<file path="config.mk">
export PLATFORM = sky130hd
export DESIGN_NAME = light_pen_scanner
export DESIGN_NICKNAME = d
export VERILOG_FILES = /design/src/rtl/light_pen_pkg.sv /design/src/rtl/pen_sync.sv /design/src/rtl/light_pen_scanner.sv
export SDC_FILE = /design/constraint.sdc
export NUM_CORES = 1
export LEC_CHECK = 0
export BUFFER_PORTS_ARGS = -buffer_cell sky130_fd_sc_hd__buf_2
export CORE_MARGIN = 3
export CORE_UTILIZATION = 30
export CTS_BUF_LIST = sky130_fd_sc_hd__clkbuf_4
export DETAILED_ROUTE_END_ITERATION = 12
export PLACE_DENSITY = 0.52
export SETUP_SLACK_MARGIN = 0.02
export SLEW_MARGIN = 30
export SYNTH_ARGS = -nofsm -noshare
export SYNTH_HDL_FRONTEND = slang
export SYNTH_SLANG_ARGS = --single-unit
</file>
<file path="constraint.sdc">
create_clock -name clk -period 2.6 [get_ports clk]
set_input_delay 0 -clock clk [delete_from_list [all_inputs] [get_ports clk]]
set_output_delay 0 -clock clk [all_outputs]
set_load 0.005 [all_outputs]
</file>
<file path="src/rtl/light_pen_pkg.sv">
// Shared types and constants for the light-pen matrix scanner.
package light_pen_pkg;

    typedef enum logic [1:0] {
        IDLE,
        SETTLE,
        SAMPLE,
        REPORT
    } state_t;

    localparam int N_ROWS    = 8;
    localparam int N_COLS    = 8;
    localparam int N_SAMPLES = 7;

    function automatic logic [7:0] onehot8(input logic [2:0] idx);
        onehot8 = 8'h01 << idx;
    endfunction

endpackage

</file>
<file path="src/rtl/pen_sync.sv">
// Two-flop synchronizer for the asynchronous photodiode comparator output.
module pen_sync (
    input  logic clk,
    input  logic reset,
    input  logic d,
    output logic q
);

    logic meta;

    always_ff @(posedge clk) begin
        if (reset) begin
            meta <= 1'b0;
            q    <= 1'b0;
        end else begin
            meta <= d;
            q    <= meta;
        end
    end

endmodule

</file>
<file path="src/rtl/light_pen_scanner.sv">
// Lights the 8x8 matrix one pixel at a time, counts light-pen samples per
// pixel and reports {row, col, hit, count} to the display front-end.
//
// state  | meaning
// IDLE   | drives blank, waiting for enable
// SETTLE | pixel lit, letting the photodiode settle
// SAMPLE | pixel lit, accumulating synchronized pen samples
// REPORT | drives blank, publish result and advance pixel index
module light_pen_scanner
    import light_pen_pkg::*;
#(
    parameter int SETTLE_CYCLES = 200,
    parameter int HIT_THRESH    = 4
) (
    input  logic       clk,
    input  logic       reset,
    input  logic       enable,
    input  logic       pen_i,
    output logic [7:0] row_drv_o,
    output logic [7:0] col_drv_o,
    output logic [7:0] addr_row,
    output logic [7:0] addr_col,
    output logic [3:0] led_data,
    output logic       data_valid,
    output logic       frame_done
);

    localparam int CW = ($clog2(SETTLE_CYCLES) < 3) ? 3 : $clog2(SETTLE_CYCLES);
    localparam logic [CW-1:0] SETTLE_LOAD = CW'(SETTLE_CYCLES - 1);
    localparam logic [CW-1:0] SAMPLE_LOAD = CW'(N_SAMPLES - 1);

    state_t        state;
    logic [2:0]    row_idx;
    logic [2:0]    col_idx;
    logic [CW-1:0] cnt;
    logic [2:0]    hits;
    logic          pen_s;

    logic [2:0]    row_next;
    logic [2:0]    col_next;
    logic          last_col;
    logic          last_pixel;

    pen_sync u_pen_sync (
        .clk   (clk),
        .reset (reset),
        .d     (pen_i),
        .q     (pen_s)
    );

    // 3-bit indices wrap to 0 on their own after 7.
    assign last_col   = (col_idx == 3'(N_COLS - 1));
    assign last_pixel = last_col && (row_idx == 3'(N_ROWS - 1));
    assign col_next   = col_idx + 3'd1;
    assign row_next   = last_col ? row_idx + 3'd1 : row_idx;

    always_ff @(posedge clk) begin
        if (reset) begin
            state      <= IDLE;
            row_idx    <= 3'd0;
            col_idx    <= 3'd0;
            cnt        <= '0;
            hits       <= 3'd0;
            row_drv_o  <= 8'h00;
            col_drv_o  <= 8'h00;
            addr_row   <= 8'h01;
            addr_col   <= 8'h01;
            led_data   <= 4'h0;
            data_valid <= 1'b0;
            frame_done <= 1'b0;
        end else begin
            data_valid <= 1'b0;
            frame_done <= 1'b0;
            case (state)
                IDLE: begin
                    row_drv_o <= 8'h00;
                    col_drv_o <= 8'h00;
                    if (enable) begin
                        row_drv_o <= onehot8(row_idx);
                        col_drv_o <= onehot8(col_idx);
                        cnt       <= SETTLE_LOAD;
                        hits      <= 3'd0;
                        state     <= SETTLE;
                    end
                end
                SETTLE: begin
                    if (cnt == '0) begin
                        cnt   <= SAMPLE_LOAD;
                        state <= SAMPLE;
                    end else begin
                        cnt <= cnt - CW'(1);
                    end
                end
                SAMPLE: begin
                    hits <= hits + {2'b00, pen_s};
                    if (cnt == '0) begin
                        row_drv_o <= 8'h00;
                        col_drv_o <= 8'h00;
                        state     <= REPORT;
                    end else begin
                        cnt <= cnt - CW'(1);
                    end
                end
                REPORT: begin
                    addr_row   <= onehot8(row_idx);
                    addr_col   <= onehot8(col_idx);
                    led_data   <= {(hits >= 3'(HIT_THRESH)), hits};
                    data_valid <= 1'b1;
                    frame_done <= last_pixel;
                    row_idx    <= row_next;
                    col_idx    <= col_next;
                    // Enable is only consulted here, so a pixel is never cut short.
                    if (enable) begin
                        row_drv_o <= onehot8(row_next);
                        col_drv_o <= onehot8(col_next);
                        cnt       <= SETTLE_LOAD;
                        hits      <= 3'd0;
                        state     <= SETTLE;
                    end else begin
                        state <= IDLE;
                    end
                end
                default: state <= IDLE;
            endcase
        end
    end

endmodule

</file>
[Word-level counts from Yosys, hierarchy flattened]
Cells that the tools add are included.
Operators by class
  add/sub/neg operators: 4
  magnitude comparators: 1
  equality and inequality tests: 11
  shift-type cells: 4
  mux-type cells: 20
  bitwise operators: 1
  reductions and logical operators: 11
Operators by type and width (number)
  8-bit one-hot mux with 3 select lines: 3
  8-bit two-way mux: 8
  1-bit by 3-bit << shifter with 8-bit output (first input constant): 4
  2-bit != test (second input constant): 5
  8-bit logical NOT: 1
  2-bit one-hot mux with 4 select lines: 1
  8-bit by 1-bit subtractor with 8-bit output (second input constant): 1
  3-bit by 1-bit adder with 3-bit output (second input constant): 2
  3-bit == test (second input constant): 2
  2-bit two-way mux: 3
  3-bit two-way mux: 2
  3-bit one-hot mux with 2 select lines: 1
  3-bit AND reduction: 2
  2-bit == test (second input constant): 2
  2-bit AND reduction: 2
  2-bit OR reduction: 2
  3-bit by 1-bit adder with 3-bit output: 1
  3-bit >= comparator (second input constant): 1
  3-bit nonzero test: 1
  2-bit by 1-bit == test with 1-bit output (second input constant): 1
  2-bit logical NOT: 1
  1-bit two-way mux: 2
  2-bit by 1-bit != test with 1-bit output (second input constant): 1
  2-bit nonzero test: 1
  2 further kinds: 2
Storage, ports and cells
  bits in registers: 59
  input bits: 4
  output and inout bits: 38
  word-level logic and storage cells: 66

[Logic depth before layout (Yosys ltp)]
Gate-level depths: netlist (run 1).
  depth after elaboration: 5
  gate-level depth with buffers: 9

[By module]
From an unflattened synthesis (run 1), not the netlist that was laid out.
Unflattened totals
  cells, all modules: 330
  area total of the unflattened synthesis: 3001.6 um^2
Modules (own cells, without submodules)
  light_pen_scanner: instances 1, cells each 326, area an instance 2949.1 um^2, seq. area each 1141.1 um^2
  pen_sync: instances 1, cells each 4, area an instance 52.6 um^2, seq. area each 40.0 um^2

[Worst setup path before layout (run 1)]
No wires, ideal clock.
  path kind: reg2reg
  start: reg state[0]
  end: reg col_drv_o[0]
  arrival: 1.906 ns
  data required time: 2.460 ns
  setup slack: 0.553 ns
  cell stages (with the launch flop): 10
  path buffers: 3
  period minus slack after synthesis: 2.047 ns
  cells stage by stage: dfxtp_1 > inv_1 > ha_1 > or4b_1 > buf_2 > o22ai_4 > and2_1 > buf_4 > buf_8 > a211oi_2
On the way
  longest elaborated chain between the ends: 3
  elaborated cells between the ends (all ways): 8
Ends and longest elaborated chain
  start, declared: line light_pen_scanner.sv:32  | state_t state;
  start signal, assigned: line light_pen_scanner.sv:59  | state <= IDLE;
  start signal, assigned: line light_pen_scanner.sv:83  | state <= SETTLE;
  start signal, assigned: line light_pen_scanner.sv:89  | state <= SAMPLE;
  2-bit == test or 2-bit logical NOT (tied branches): line light_pen_scanner.sv:74  | case (state)
  2-bit != test (no source line) or 3-bit nonzero test (tied branches)
  3-bit AND reduction (no source line)
  end signal, assigned: line light_pen_scanner.sv:80  | col_drv_o <= onehot8(col_idx);
  end signal, assigned: line light_pen_scanner.sv:115  | col_drv_o <= onehot8(col_next);
  end, declared: line light_pen_scanner.sv:20  | output logic [7:0] col_drv_o,
Several ways; a longest one is shown, not always the timed one.
A chain may end at the register's enable or synchronous reset.

[Final worst setup path (run 1)]
  start: reg cnt[1]
  end: reg cnt[2]
On the way
  longest elaborated chain between the ends: 3
  elaborated cells between the ends (all ways): 7
Ends and longest elaborated chain
  start, declared: line light_pen_scanner.sv:35  | logic [CW-1:0] cnt;
  start signal, assigned: line light_pen_scanner.sv:91  | cnt <= cnt - CW'(1);
  start signal, assigned: line light_pen_scanner.sv:101  | cnt <= cnt - CW'(1);
  8-bit by 1-bit subtractor with 8-bit output or 8-bit logical NOT (tied branches)
  8-bit two-way mux, or another cell as far along: line light_pen_scanner.sv:96  | if (cnt == '0) begin
  8-bit one-hot mux with 3 select lines or 2-bit AND reduction (tied branches)
Several ways; a longest one is shown, not always the timed one. The select of a mux whose other input is x is not followed.

==> results of run 1 <==
-- power breakdown --
part	leakage (nW)	total [mW]	switching [mW]	internal, mW
combinational	0.797	1.70	0.997	0.706
clock	0.0733	0.657	0.368	0.290
sequential	0.481	1.19	0.127	1.06
total	1.35	3.55	1.49	2.05
-- routing by layer --
layer,vias up,track usage [%],share of wire (%)
met5,-,0,0
met4,0,5.15,1.2
met3,7,2.69,3.5
met2,57,21.4,46
met1,1202,17.3,49
li1,1249,-,-
-- sequential cells by signal (all words and copies together), names as in the netlist --
register / count
addr_col: 8
addr_row: 8
cnt: 8
col_drv_o: 8
row_drv_o: 8
led_data: 4
col_idx: 3
hits: 3
row_idx: 3
state: 2
data_valid: 1
frame_done: 1
u_pen_sync.meta: 1
u_pen_sync.q: 1
-- critical path, stage by stage, from the launching register on --
cell	delay (ns)
dfxtp_1	0.34
inv_1	0.09
ha_1	0.22
or4b_4	0.58
o31ai_1	0.34
nand2_1	0.15
a221oi_2	0.28
-- stage by stage --
step / instances / setup slack, ns / utilization, %
after detailed placement: 476 / 0.541 / 34.8
after global routing: 493 / 0.362 / 36.3
after CTS: 493 / 0.528 / 36.3
final: 493 / 0.512 / 36.3
after global placement: 476 / 0.573 / 34.8
after floorplan: 323 / 0.553 / -
-- cell usage after synthesis, types with 4 or more instances --
cell | instances | share of area, %
a211oi_1 | 8 | 2.0
a211oi_2 | 10 | 4.2
a21oi_1 | 32 | 5.4
a22oi_1 | 10 | 2.5
a32oi_1 | 11 | 3.3
clkbuf_1 | 20 | 2.5
dfxtp_1 | 59 | 40
ha_1 | 22 | 9.3
inv_1 | 12 | 1.5
mux2i_1 | 8 | 2.7
nand2_1 | 20 | 2.5
nand2b_1 | 5 | 1.1
nand3_1 | 10 | 1.7
nor2_1 | 28 | 3.6
nor3_1 | 4 | 0.68
o21ai_0 | 6 | 1.0
-- final cells by class --
class / count / area [µm²] / share of cell area (%)
Multi-Input combinational cell: 225 / 1610 / 47.0
Sequential cell: 59 / 1180 / 34.5
Timing Repair Buffer: 52 / 290 / 8.48
Tap cell: 129 / 161 / 4.72
Clock inverter: 7 / 68.8 / 2.01
Clock buffer: 9 / 67.6 / 1.97
Inverter: 12 / 45.0 / 1.32
-- what timing repair did --
item                                    CTS  global route
hold buffers                              1             0
endpoints found under the hold margin     1             0
gates resized for setup                   0             0
endpoints found under the setup margin    0             0
-- how the worst max path moves through the flow --
stage | cells after the start | slack [ns] | to
after detailed placement | 6 | 0.54 | cnt[5]
after floorplan | 9 | 0.55 | col_drv_o[0]
after global placement | 7 | 0.57 | row_drv_o[1]
final | 6 | 0.51 | cnt[2]
after CTS | 6 | 0.53 | cnt[5]
after global routing | 6 | 0.36 | cnt[2]
-- logic make-up after synthesis --
kind of cell | after synthesis | share of synthesized area (%)
DFF | 59 | 39.9
buffers and inverters | 39 | 5.75
adders and majority gates | 22 | 9.30
and+or+nand+nor | 84 | 13.6
xor gates and xnor gates | 4 | 1.18
muxes | 8 | 2.71
AOI/OAI and AO/OA | 107 | 27.6
-- placed cells by master (no fill, tap or decap), types with 4 or more instances in the layout --
cell | netlist | routed
nand2_1 | 20 | 20
a211oi_2 | 10 | 10
a211oi_1 | 8 | 8
nand3_1 | 10 | 10
nand2b_1 | 5 | 5
nor2_1 | 28 | 28
a21oi_1 | 32 | 32
a32oi_1 | 11 | 11
dfxtp_1 | 59 | 59
a22oi_1 | 10 | 10
o21ai_0 | 6 | 6
mux2i_1 | 8 | 8
buf_2 | 1 | 41
inv_1 | 12 | 12
nor3_1 | 4 | 4
clkbuf_4 | 0 | 9
ha_1 | 22 | 22
buf_4 | 3 | 10
==> impl_results.md, run 1 <==
- Worst endpoint data arrival time: 2.40 ns
- Setup TNS Final: 0 ns
- Max FO, Critical Path: 13
- Vias: 2,515
- Clock sinks: 59
- Initial antenna violation count: 0
- Vias per cell: 5.10
- Final Skew: 0.0214 ns
- Tcrit/Tclk final: 80.3%
- Slew headroom: 50.9%
- Hpwl dp: 4880 µm
- Worst endpoint required time: 2.91 ns
- Max clock buf depth: 2
- Pwr dens: 1040 mW/mm²
- Yosys warns: 0
- Predominant post-synthesis flop cell: dfxtp_1
- First-pass GRT wire length: 12,100 µm
- Global route overflow: 0
- FFs w/ async S/R, synth: 0%
- Total core area: 0.00942 mm²
- Per-cell routed wire length: 14.2 µm
- Max-Cap Viols: 0
- GRT Total Usage: 13.2%
- DRT iter0 DRCs: 159
- RSZ-0062 raised after global routing: false
- Clk slew on worst S/H paths: 0.11 ns
- Hold Path Depth: 3
- Hold EP: cnt[0]
- Fin crit period: 2.09 ns
- Worst Setup SP: cnt[1]
- FP Rows: 35
- Outcome: finished clean
- Register area share after synthesis: 39.9%
- Vias in the first global route: 2,471
- R2R Path End: cnt[2]
- Slew Viols, Final: 0
- Root buf cell: clkbuf_4
- Final hold violations: 0
- ANT nets after route: 0
- Worst hold slack: 0.0308 ns
- Average size of a mapped cell: 9.16 µm²
- Mapped Nets: 349
- Largest net degree at the start of global routing: 36
- Gp weighted congestion: 0.811
- Placed inst area: 0.00328 mm²
- Total power: 3.55 mW
- Antenna diode count: 0
- Setup crit end kind: flop
- Die Span X: 105 µm
- Synthesized instance count: 323
- Final setup violation count: 0
- #FFs+latches synth: 59
- Cells on worst reg2reg path: 6
- Peak supply drop: 0.350 mV
- Number of flops mapped to enable cells by yosys: 0
- Die Ht: 105 µm
- Hold Path Origin: enable
- IO Pins: 42
- Full die area: 0.0111 mm²
- Initial core utilization: 31.4%
- Residual DRC count: 0
- Fraction of layout instances using a drive strength above 1: 23.6%
- Final Net Count: 385
- Total CTS buffers: 9
- Synth-to-Final Area Change: 15.6%
- Number of H-tree levels: 3
- Yosys cell types: 48
- Crit start category: flop
- Fin area: 0.00342 mm²
- Critical path type: reg2reg
- Fill count: 992
- TritonCTS clock tree: yes
- Measured slew at the worst slew-check pin: 0.737 ns
- R2R Path Start: cnt[1]
- Post-synthesis cell area: 0.00296 mm²
- Max frequency: 479 MHz
- Hold Path Class: in2reg
- Reg2reg setup slack: 0.51 ns
- First-pass iteration count of the detailed router: 4
- # Post-CTS Setup Buffers: 0
- IO Port Bufs: 41
- Clk_lat worst skew: 0.40 ns
- Pleak: 1.35 nW
- Final wirelength: 7010 µm
Note: power is estimated with default switching activity, not from simulation.
==> run 2: changes to the inputs <==
--- a/config.mk
+++ b/config.mk
@@ -10,7 +10,7 @@
 export CORE_UTILIZATION = 30
 export CTS_BUF_LIST = sky130_fd_sc_hd__clkbuf_4
 export DETAILED_ROUTE_END_ITERATION = 12
-export PLACE_DENSITY = 0.52
+export PLACE_DENSITY = 0.54
 export SETUP_SLACK_MARGIN = 0.02
 export SLEW_MARGIN = 30
 export SYNTH_ARGS = -nofsm -noshare
==> constraint.sdc (replaced) <==
create_clock -name clk -period 1.7 [get_ports clk]
set_input_delay 0 -clock clk [delete_from_list [all_inputs] [get_ports clk]]
set_output_delay 0 -clock clk [all_outputs]
set_load 0.005 [all_outputs]
==> impl_results.md, run 2 (synthesis results as in run 1) <==
- Outcome: finished with violations
- Failing checks: negative setup slack
- Measured slew at the worst slew-check pin: 0.510 ns (-0.227 ns)
- Vias: 2,656 (+5.6%)
- Total CTS buffers: 9 (unchanged)
- Final setup violation count: 24 (+24)
- Met2 usage: 21.9% (+0.59 points)
- Initial antenna violation count: 0 (unchanged)
- Worst endpoint data arrival time: 2.14 ns (-0.26 ns)
- TritonCTS clock tree: yes
- Crit start category: flop
- Hold Path Class: in2reg
- Fraction of layout instances using a drive strength above 1: 39.3% (+16 points)
- Met3 Resource Use GR: 3.18% (+0.49 points)
- Slew Viols, Final: 0 (unchanged)
- Peak supply drop: 0.696 mV (+99%)
- ANT nets after route: 0 (unchanged)
- Total core area: 0.00942 mm² (unchanged)
- Final hold violations: 0 (unchanged)
- Max clock buf depth: 2 (unchanged)
- Clock sinks: 59 (unchanged)
- Final wirelength: 7410 µm (+5.7%)
- Worst endpoint required time: 1.99 ns (-0.92 ns)
- IO Port Bufs: 41 (unchanged)
- Slew headroom: 66.0% (+15 points)
- Die Span X: 105 µm (unchanged)
- First-pass iteration count of the detailed router: 4 (unchanged)
- Pwr dens: 1730 mW/mm² (+67%)
- Synth-to-Final Area Change: 34.2%
- Setup crit end kind: flop
- Die Ht: 105 µm (unchanged)
- FP Rows: 35 (unchanged)
- Clk slew on worst S/H paths: 0.11 ns (about the same)
- Final Skew: 0.0168 ns (-0.00465 ns)
- Largest net degree at the start of global routing: 23 (-36%)
- Max-Cap Viols: 0 (unchanged)
- IO Pins: 42 (unchanged)
- Critical path type: reg2reg
- Hpwl dp: 5130 µm (+5.3%)
- Max frequency: 540 MHz (+13%)
- Antenna diode count: 0 (unchanged)
- RSZ-0062 raised after global routing: true
- Root buf cell: clkbuf_4
- Most frequent cells in the layout: 55 x dfxtp_1, 44 x buf_4, 42 x buf_2
- Commonest non-fill, non-tap cell in the layout: dfxtp_1
- Number of H-tree levels: 3 (unchanged)
- Vias per cell: 4.97 (-2.5%)
- Tcrit/Tclk final: 109% (+29 points)
- Residual DRC count: 0 (unchanged)
- Vias in the first global route: 2,654 (+7.4%)
- First-pass GRT wire length: 12,500 µm (+3.4%)
- Gp weighted congestion: 0.835 (+2.9%)
- Clk_lat worst skew: 0.40 ns (about the same)
- GRT Total Usage: 13.7% (+0.47 points)
- DRT iter0 DRCs: 64 (-60%)
- Full die area: 0.0111 mm² (unchanged)
- Global route overflow: 0 (unchanged)
- Max FO, Critical Path: 8 (-5)
- Final Net Count: 426 (+11%)
- Worst Slack Setup Final: -0.153 ns (-0.665 ns)
- Total power: 6.86 mW (+93%)
- Busiest metal layer after global routing: met2
- Pleak: 1.61 nW (+19%)
- Per-cell routed wire length: 13.9 µm (-2.5%)
- Fin crit period: 1.85 ns (-0.235 ns)
- Initial core utilization: 31.4% (unchanged)
- Worst hold slack: 0.0461 ns (+0.0153 ns)
- GRT met1 Usage: 17.9% (+0.54 points)
==> run 2: cell count changes in the layout (fill, tap and decap cells not counted), moves of 4 or more <==
cell     before  now
buf_4        10   44
a21oi_1      32   26
a21oi_2       0    6
buf_6         0    5
dfxtp_1      59   55
o21ai_0       6    2
o21ai_1       0    4
==> run 2: metrics by stage <==
step	instance area [µm²]	setup slack, ns	cells	util (%)	setup TNS [ns]
CTS	3850	-0.108	532	40.9	-2.05
detailed placement	3590	-0.162	511	38.1	-1.34
global placement	3590	-0.121	511	38.1	-1.12
global route	3970	-0.218	534	42.2	-4.52
finish	3970	-0.153	534	42.2	-2.59
floorplan	3020	-0.226	323	-	-3.11
==> run 2: cell type report <==
cell class / count / area (µm²)
Inverter: 12 / 45.0
Clock buffer: 11 / 82.6
Fill cell: 932 / 5440
Multi-Input combinational cell: 226 / 1790
Tap cell: 129 / 161
Sequential cell: 59 / 1190
Timing Repair Buffer: 92 / 607
Clock inverter: 5 / 101
==> run 2: worst paths after layout <==
check / start / end / slack (ns) / cells past startpoint
min: reset / addr_row[2] / 0.05 / 2
max reg2reg: cnt[1] / row_drv_o[1] / -0.15 / 6
min reg2reg: addr_row[4] / addr_row[4] / 0.46 / 2
max: cnt[1] / row_drv_o[1] / -0.15 / 6
==> run 2: repair_timing <==
item	CTS	global route
setup endpoints to repair	25	29
buffers inserted	1	2
gates cloned	3	0
endpoints found under the hold margin	1	0
resized for setup	13	24
pin swaps	22	12
hold buffers	1	0
==> run 2: where the power goes <==
part	switching, mW	leakage, nW	internal [mW]
Clock	0.541	0.0947	0.774
Sequential	0.139	0.482	1.63
Combinational	2.00	1.03	1.77
==> run 2: critical path: stages, from the launching register on <==
cell,delay (ns)
dfxtp_2,0.34
inv_2,0.07
ha_4,0.12
or4b_4,0.53
o22ai_4,0.28
and2_4,0.29
a311oi_2,0.10
==> run 2: routing by layer <==
layer / part of all wire [%] / up-vias
li1: - / 1341
met1: 48 / 1259
met2: 47 / 47
met3: 3.4 / 9
met4: 1.5 / 0
met5: 0 / -
==> run 3: changes to the inputs <==
--- a/config.mk
+++ b/config.mk
@@ -7,10 +7,10 @@
 export LEC_CHECK = 0
 export BUFFER_PORTS_ARGS = -buffer_cell sky130_fd_sc_hd__buf_2
 export CORE_MARGIN = 3
-export CORE_UTILIZATION = 30
+export CORE_UTILIZATION = 45
 export CTS_BUF_LIST = sky130_fd_sc_hd__clkbuf_4
 export DETAILED_ROUTE_END_ITERATION = 12
-export PLACE_DENSITY = 0.54
+export PLACE_DENSITY = 0.73
 export SETUP_SLACK_MARGIN = 0.02
 export SLEW_MARGIN = 30
 export SYNTH_ARGS = -nofsm -noshare
==> impl_results.md, run 3 (synthesis results as in run 1) <==
- Hpwl dp: 4960 µm (-3.4%)
- Fraction of layout instances using a drive strength above 1: 36.8% (-2.5 points)
- Pleak: 1.55 nW (-3.9%)
- Slew Viols, Final: 0 (unchanged)
- Fin crit period: 1.82 ns (-0.0367 ns)
- FP Rows: 28 (-20%)
- Initial core utilization: 48.3% (+17 points)
- Clk_lat worst skew: 0.41 ns (about the same)
- Synth-to-Final Area Change: 26.3%
- Global route overflow: 0 (unchanged)
- Failing checks: negative setup slack
- Hold Path Class: in2reg
- Final setup violation count: 25 (+4.2%)
- Util after Layout: 61.0% (+19 points)
- Tcrit/Tclk final: 107% (-2.2 points)
- Per-cell routed wire length: 15.0 µm (+7.9%)
- Total CTS buffers: 9 (unchanged)
- Setup TNS Final: -1.45 ns (+1.14 ns)
- First-pass GRT wire length: 11,600 µm (-7.4%)
- IO Port Bufs: 41 (unchanged)
- Peak supply drop: 0.912 mV (+31%)
- Clk slew on worst S/H paths: 0.09 ns (-0.02 ns)
- Initial antenna violation count: 0 (unchanged)
- Final hold violations: 0 (unchanged)
- Vias per cell: 5.62 (+13%)
- Max frequency: 551 MHz (+2.0%)
- RSZ-0062 raised after global routing: true
- TritonCTS clock tree: yes
- Gp weighted congestion: 0.836 (about the same)
- IO Pins: 42 (unchanged)
- Worst slack, placed: -0.128 ns (+0.0348 ns)
- Max-Cap Viols: 0 (unchanged)
- Max clock buf depth: 2 (unchanged)
- Worst Slack Setup Final: -0.116 ns (+0.0367 ns)
- Number of H-tree levels: 3 (unchanged)
- DRT iter0 DRCs: 291 (+350%)
- Residual DRC count: 0 (unchanged)
- ANT nets after route: 0 (unchanged)
- Antenna diode count: 0 (unchanged)
- Root buf cell: clkbuf_4
- Largest net degree at the start of global routing: 40 (+74%)
- Die Ht: 87.1 µm (-17%)
- Final Net Count: 422 (-0.94%)
- Total core area: 0.00613 mm² (-35%)
- Reg2reg setup slack: -0.12 ns (+0.04 ns)
- Slew headroom: 51.0% (-15 points)
- Hold Path Depth: 4 (+2)
- Placed cells: 452 (-12%)
- Commonest non-fill, non-tap cell in the layout: dfxtp_1
- Vias in the first global route: 2,468 (-7.0%)
- Max FO, Critical Path: 8 (unchanged)
- Die Span X: 87.1 µm (-17%)
- Non-Filler Instances: 475 (-11%)
- Total power: 6.14 mW (-10%)
- GRT Total Usage: 19.4% (+5.7 points)
- Full die area: 0.00758 mm² (-32%)
- Outcome: finished with violations
- First-pass iteration count of the detailed router: 4 (unchanged)
- Cells on worst reg2reg path: 7 (+1)
- Vias: 2,671 (+0.56%)
- Critical path type: reg2reg
- Clock sinks: 59 (unchanged)
- Final wirelength: 7110 µm (-4.0%)
- Most frequent cells in the layout: 55 x dfxtp_1, 44 x buf_4, 41 x buf_2
- Worst endpoint data arrival time: 2.13 ns (about the same)
- Setup crit end kind: flop
- Final Skew: 0.0132 ns (-0.00356 ns)
- Crit start category: flop
- Measured slew at the worst slew-check pin: 0.735 ns (+0.226 ns)
- Pwr dens: 1640 mW/mm² (-4.9%)
- Worst endpoint required time: 2.02 ns (+0.03 ns)
-- run 3: cell type report --
type / instances / area, µm²
Fill cell: 528 / 2390
Inverter: 12 / 45.0
Multi-Input combinational cell: 225 / 1720
Tap cell: 75 / 93.8
Sequential cell: 59 / 1190
Timing Repair Buffer: 89 / 588
Clock inverter: 4 / 18.8
Clock buffer: 11 / 82.6
-- run 3: metrics by stage --
stage               hold slack [ns]  cell area [µm²]
finish                       0.0673             3740
global placement              0.214             3500
CTS                          0.0640             3650
detailed placement            0.223             3500
floorplan                     0.128             3020
global route                 0.0733             3740
-- run 3: worst max-delay path, cell delays in order, from the launching register on --
cell	delay, ns
dfxtp_2	0.33
inv_2	0.06
ha_4	0.12
or4b_4	0.55
buf_6	0.16
o211ai_4	0.16
nand2_2	0.08
a221oi_2	0.26
-- run 3: path summary, 6_finish.rpt --
kind,end,from
max,cnt[2],cnt[0]
min,cnt[1],enable
max reg2reg,cnt[2],cnt[0]
min reg2reg,u_pen_sync.q,u_pen_sync.meta
-- run 3: timing repair --
action,CTS,global route
endpoints found under the setup margin,25,27
resized for setup,4,15
setup buffers,2,5
hold buffers,1,0
endpoints found under the hold margin,1,0
gates cloned,0,0
pin swaps,2,9
-- run 3: routing by layer --
metal | global-route usage [%] | vias up | part of all wire (%)
li1 | - | 1331 | -
met1 | 26.1 | 1254 | 48
met2 | 28.4 | 68 | 44
met3 | 5.01 | 18 | 5.0
met4 | 10.2 | 0 | 2.4
met5 | 0 | - | 0
-- run 3: report_power, final --
part           total (mW)  switching, mW  internal (mW)
logic                3.56           1.86           1.70
clock network       0.813          0.499          0.314
registers            1.77          0.139           1.63
total                6.14           2.50           3.64
